## src/rtl/bit_serializer_pkg.sv

```systemverilog
// Shared definitions for the parallel-to-serial word shifter: FSM encoding
// and default geometry.
package bit_serializer_pkg;

    typedef enum logic [1:0] {
        S_IDLE  = 2'd0,
        S_SHIFT = 2'd1,
        S_GAP   = 2'd2
    } state_t;

    localparam int DEFAULT_WIDTH = 8;
    localparam int DEFAULT_GAP   = 1;

    // Gap counter is sized for the largest legal GAP (15).
    localparam int GAP_CNT_W = 4;

endpackage

```

## src/rtl/bit_serializer.sv

```systemverilog
// Serializes WIDTH-bit words onto a single bit stream, one bit per clock,
// with an optional idle gap after each word.
module bit_serializer
    import bit_serializer_pkg::*;
#(
    parameter int WIDTH     = DEFAULT_WIDTH,
    parameter int MSB_FIRST = 1,
    parameter int GAP       = DEFAULT_GAP
) (
    input  logic             clk,
    input  logic             rst,
    input  logic [WIDTH-1:0] din,
    input  logic             din_valid,
    output logic             din_ready,
    output logic             sout,
    output logic             sout_valid,
    output logic             word_done,
    output logic             busy
);

    localparam int CNT_W = $clog2(WIDTH) + 1;
    localparam logic [CNT_W-1:0]     LAST_BIT = CNT_W'(WIDTH - 1);
    localparam logic [GAP_CNT_W-1:0] LAST_GAP = GAP_CNT_W'((GAP > 0) ? GAP - 1 : 0);

    state_t             state;
    state_t             state_next;
    logic [WIDTH-1:0]   shift_reg;
    logic [CNT_W-1:0]   bit_cnt;
    logic [GAP_CNT_W-1:0] gap_cnt;
    logic               last_bit;
    logic               transfer;

    // Handshake and output decode; none of this depends on din, so an
    // unknown data word can never disturb the control path.
    always_comb begin
        last_bit   = (state == S_SHIFT) && (bit_cnt == LAST_BIT);
        din_ready  = (state == S_IDLE) || (last_bit && (GAP == 0));
        transfer   = din_valid && din_ready;
        sout_valid = (state == S_SHIFT);
        word_done  = last_bit;
        busy       = (state != S_IDLE);
        if (MSB_FIRST != 0) begin
            sout = sout_valid & shift_reg[WIDTH-1];
        end else begin
            sout = sout_valid & shift_reg[0];
        end
    end

    always_comb begin
        state_next = state;
        case (state)
            S_IDLE: begin
                if (transfer) begin
                    state_next = S_SHIFT;
                end
            end
            S_SHIFT: begin
                if (last_bit) begin
                    if (GAP > 0) begin
                        state_next = S_GAP;
                    end else if (transfer) begin
                        state_next = S_SHIFT;
                    end else begin
                        state_next = S_IDLE;
                    end
                end
            end
            S_GAP: begin
                if (gap_cnt == LAST_GAP) begin
                    state_next = S_IDLE;
                end
            end
            default: state_next = S_IDLE;
        endcase
    end

    always_ff @(posedge clk) begin
        if (rst) begin
            state <= S_IDLE;
        end else begin
            state <= state_next;
        end
    end

    // Reset clears the word in flight as well, so an aborted word leaves no
    // residue that could reappear on sout.
    always_ff @(posedge clk) begin
        if (rst) begin
            shift_reg <= '0;
            bit_cnt   <= '0;
            gap_cnt   <= '0;
        end else begin
            if (transfer) begin
                shift_reg <= din;
                bit_cnt   <= '0;
            end else if (state == S_SHIFT) begin
                if (MSB_FIRST != 0) begin
                    shift_reg <= shift_reg << 1;
                end else begin
                    shift_reg <= shift_reg >> 1;
                end
                bit_cnt <= last_bit ? '0 : bit_cnt + CNT_W'(1);
            end
            if (state == S_GAP) begin
                gap_cnt <= gap_cnt + 1'b1;
            end else begin
                gap_cnt <= '0;
            end
        end
    end

endmodule
```

## config.mk

```make
export PLATFORM = sky130hd
export DESIGN_NAME = bit_serializer
export DESIGN_NICKNAME = d
export VERILOG_FILES = /design/src/rtl/bit_serializer_pkg.sv /design/src/rtl/bit_serializer.sv
export SDC_FILE = /design/constraint.sdc
export NUM_CORES = 1
export LEC_CHECK = 0
export CAP_MARGIN = 0
export CORE_MARGIN = 5
export CORE_UTILIZATION = 44
export DETAILED_ROUTE_END_ITERATION = 16
export PLACE_DENSITY = 0.72
export SLEW_MARGIN = 20
export SYNTH_ARGS = -nofsm -noshare
export SYNTH_HDL_FRONTEND = slang
export SYNTH_SLANG_ARGS = --single-unit
```

## constraint.sdc

```tcl
create_clock -name clk -period 1.36 [get_ports clk]
set_input_delay 0.272 -clock clk [delete_from_list [all_inputs] [get_ports clk]]
set_output_delay 0.272 -clock clk [all_outputs]
set_load 0.01 [all_outputs]
```

==> reports/qor.txt <==
Max Slew Vio Count = 0
Number of buffers inserted by hold repair at cts = 0
Max VDD drop = 0.000604 V
Pre-CTS WS = -0.273 ns
CP Data Arrival Time = 1.23 ns
Fraction of synthesized area in multiplexers = 0%
Layout cells sized above 1 = 44.2%
P_leak = 0.519 nW
Cell Rows = 15
Failing checks = setup timing
Hold path start = shift_reg[6]
Hold EP = shift_reg[6]
Max Clock Skew = 0.000710 ns
Vias per cell = 5.07
CTS Buf Count = 3
Final worst slack = -0.143 ns
DR DRC count = 0
Post-Syn Area per Cell = 8.64 um^2
Vias in the first global route = 788
Core area = 1750 um^2
Reg2reg setup slack = -0.04 ns
Initial antenna violation count = 0
CP Capture Type = primary output
Overall power = 0.00109 W
CTS tree = built
Max transition margin = 80.2%
Post-synthesis simple-gate area fraction = 23.6%
RSZ-0062 raised after global routing = yes
Reg2reg end = bit_cnt[0]
Overall Global Routing Usage = 17.7%
Synth-to-Final Area Change = 51.5%
Remaining global-route overflow = 0
Top Ports = 16
Yosys cell types = 28
Compound-Gate Fraction of Synth Area = 17.7%
Post-synthesis xor/xnor area fraction = 3.24%
Hold crit path type = reg -> reg
Die height = 53.0 um
Largest family of logic cells by synthesized area = simple AND/OR/NAND/NOR gates
Reg-to-reg startpoint = bit_cnt[1]
Global-route wire length before repair = 3.60 mm
Fill cells = 129
Drt total wl = 2.03 mm
Worst-path fanout max = 2
Seq/Total Area, Yosys = 44.4%
Cell depth of the worst hold path = 2
Final setup violation count = 2
Max-cap violations = 0
Max reg flops = 8
Clock slew at reported path FFs = 0.10 ns
Routed WL per cell = 13.1 um
Post-Layout Cell Count = 154
Clk_lat worst skew = 0.29 ns
Crit path kind = reg -> out
Initial DRC count = 15
CTS Buffer Depth = 2
Largest net degree at the start of global routing = 11
Post-Synthesis Cells = 94
Hold WS = 0.477 ns
TritonRoute pass-1 iters = 4
Via count = 781
CTS sink count = 18
Post-synthesis register bit count = 18
# port buffers = 15
Die X = 53.0 um
Status = finished with violations
Die area = 2800 um^2
Power per cell area = 888 nW/um^2
Starting Density = 46.5%
DP Wirelength = 1.42 mm
Required @ worst endpoint = 1.09 ns
CP Launch Type = register
Synth warn = 0
Final min period = 1.50 ns
Tightest Pin Transition = 0.293 ns
Diodes inserted = 0
Post-route ant nets = 0
Hold Fails Final Rpt = 0
Netlist Area Pre-Place = 812 um^2
Nets = 144
CTS HTree Levels = 1
Root buffer cell = clkbuf_4
Final period utilization = 111%
Mapped Nets = 108
Post-synthesis adder-cell area fraction = 4.62%
Worst r2r path cells = 5
Placed insts = 145
RePlAce Congestion = 0.719
Top achievable clock speed = 665 MHz
## layer usage
layer / global-route usage (%) / up-vias / share of wire (%)
li1: - / 393 / -
met1: 23.2 / 365 / 46
met2: 28.7 / 19 / 48
met3: 2.54 / 4 / 4.0
met4: 7.66 / 0 / 1.6
met5: 0 / - / 0
## final cells by class
type	instances	area, um^2	area share, %
Sequential cell	18	367	29.8
Multi-Input combinational cell	65	469	38.1
Timing Repair Buffer	34	292	23.7
Clock buffer	4	36.3	2.95
Tap cell	25	31.3	2.54
Inverter	8	35.0	2.85
## how the worst max path moves through the flow
stage,to,startpoint,slack [ns],depth (start not counted)
3_3_place_gp,word_done,bit_cnt[1],-0.24,5
4_1_cts,word_done,bit_cnt[0],-0.15,5
2_1_floorplan,bit_cnt[0],bit_cnt[0],0.08,4
5_1_grt,word_done,bit_cnt[1],-0.20,5
6_report,word_done,bit_cnt[1],-0.14,5
3_5_place_dp,word_done,bit_cnt[1],-0.27,5
## timing repair
action / in CTS / in global routing
buffers inserted: 6 / 2
setup endpoints to repair: 12 / 13
resized for setup: 30 / 23
pin swaps: 6 / 8
## report_power, final
group	switching, W	total [W]	internal (W)
clock network	0.000163	0.000326	0.000163
registers	0.0000161	0.000569	0.000552
logic	0.0000878	0.000198	0.000110
## Yosys cell counts
library cell,n,area [um^2]
nand3_1,3,15.0
or3b_2,1,8.76
a211oi_1,6,45.0
nand2b_1,3,18.8
or4_1,1,7.51
buf_6,1,11.3
inv_1,8,30.0
o311ai_0,1,8.76
or3_2,1,7.51
xor2_1,2,17.5
nor3b_1,1,7.51
a21oi_1,7,35.0
o21ba_2,1,10.0
dfxtp_1,18,360
nand2_1,10,37.5
buf_4,1,7.51
nand2b_4,1,13.8
a311oi_1,1,8.76
and2_1,1,6.26
and3_2,1,7.51
ha_1,3,37.5
nand3b_1,1,7.51
o22ai_1,5,31.3
and3b_1,1,8.76
o21ai_0,1,5.00
xnor2_1,1,8.76
nor2_1,12,45.0
clkbuf_1,1,3.75
## stage by stage
step	utilization, %	setup TNS, ns	area, um^2
global placement	61.6	-2.36	1080
detailed placement	61.6	-2.56	1080
CTS	66.2	-0.214	1160
floorplan	-	0	812
finish	70.5	-0.185	1230
global route	70.5	-0.328	1230
## critical path, cell delays in order, from the launching register on
cell	delay (ns)
dfxtp_2	0.35
ha_4	0.15
and3b_2	0.21
nand2_2	0.07
inv_1	0.03
buf_2	0.13
## logic make-up after synthesis
family | Yosys count
buf+inv | 11
xor+xnor | 3
fa+ha+maj | 3
flops | 18
simple gates | 37
compound gates | 22
## cells in the final DEF, fill, tap and decap left out, types with 3 or more instances in the layout
master           instances
clkdlybuf4s50_1         10
clkbuf_4                 3
a21oi_1                  5
buf_6                    5
a211oi_1                 6
nor2_1                  10
dfxtp_2                  5
buf_4                   16
inv_1                    4
o22ai_1                  5
nand2_1                  8
dfxtp_1                 13
Power figures use the tool's default switching activity.
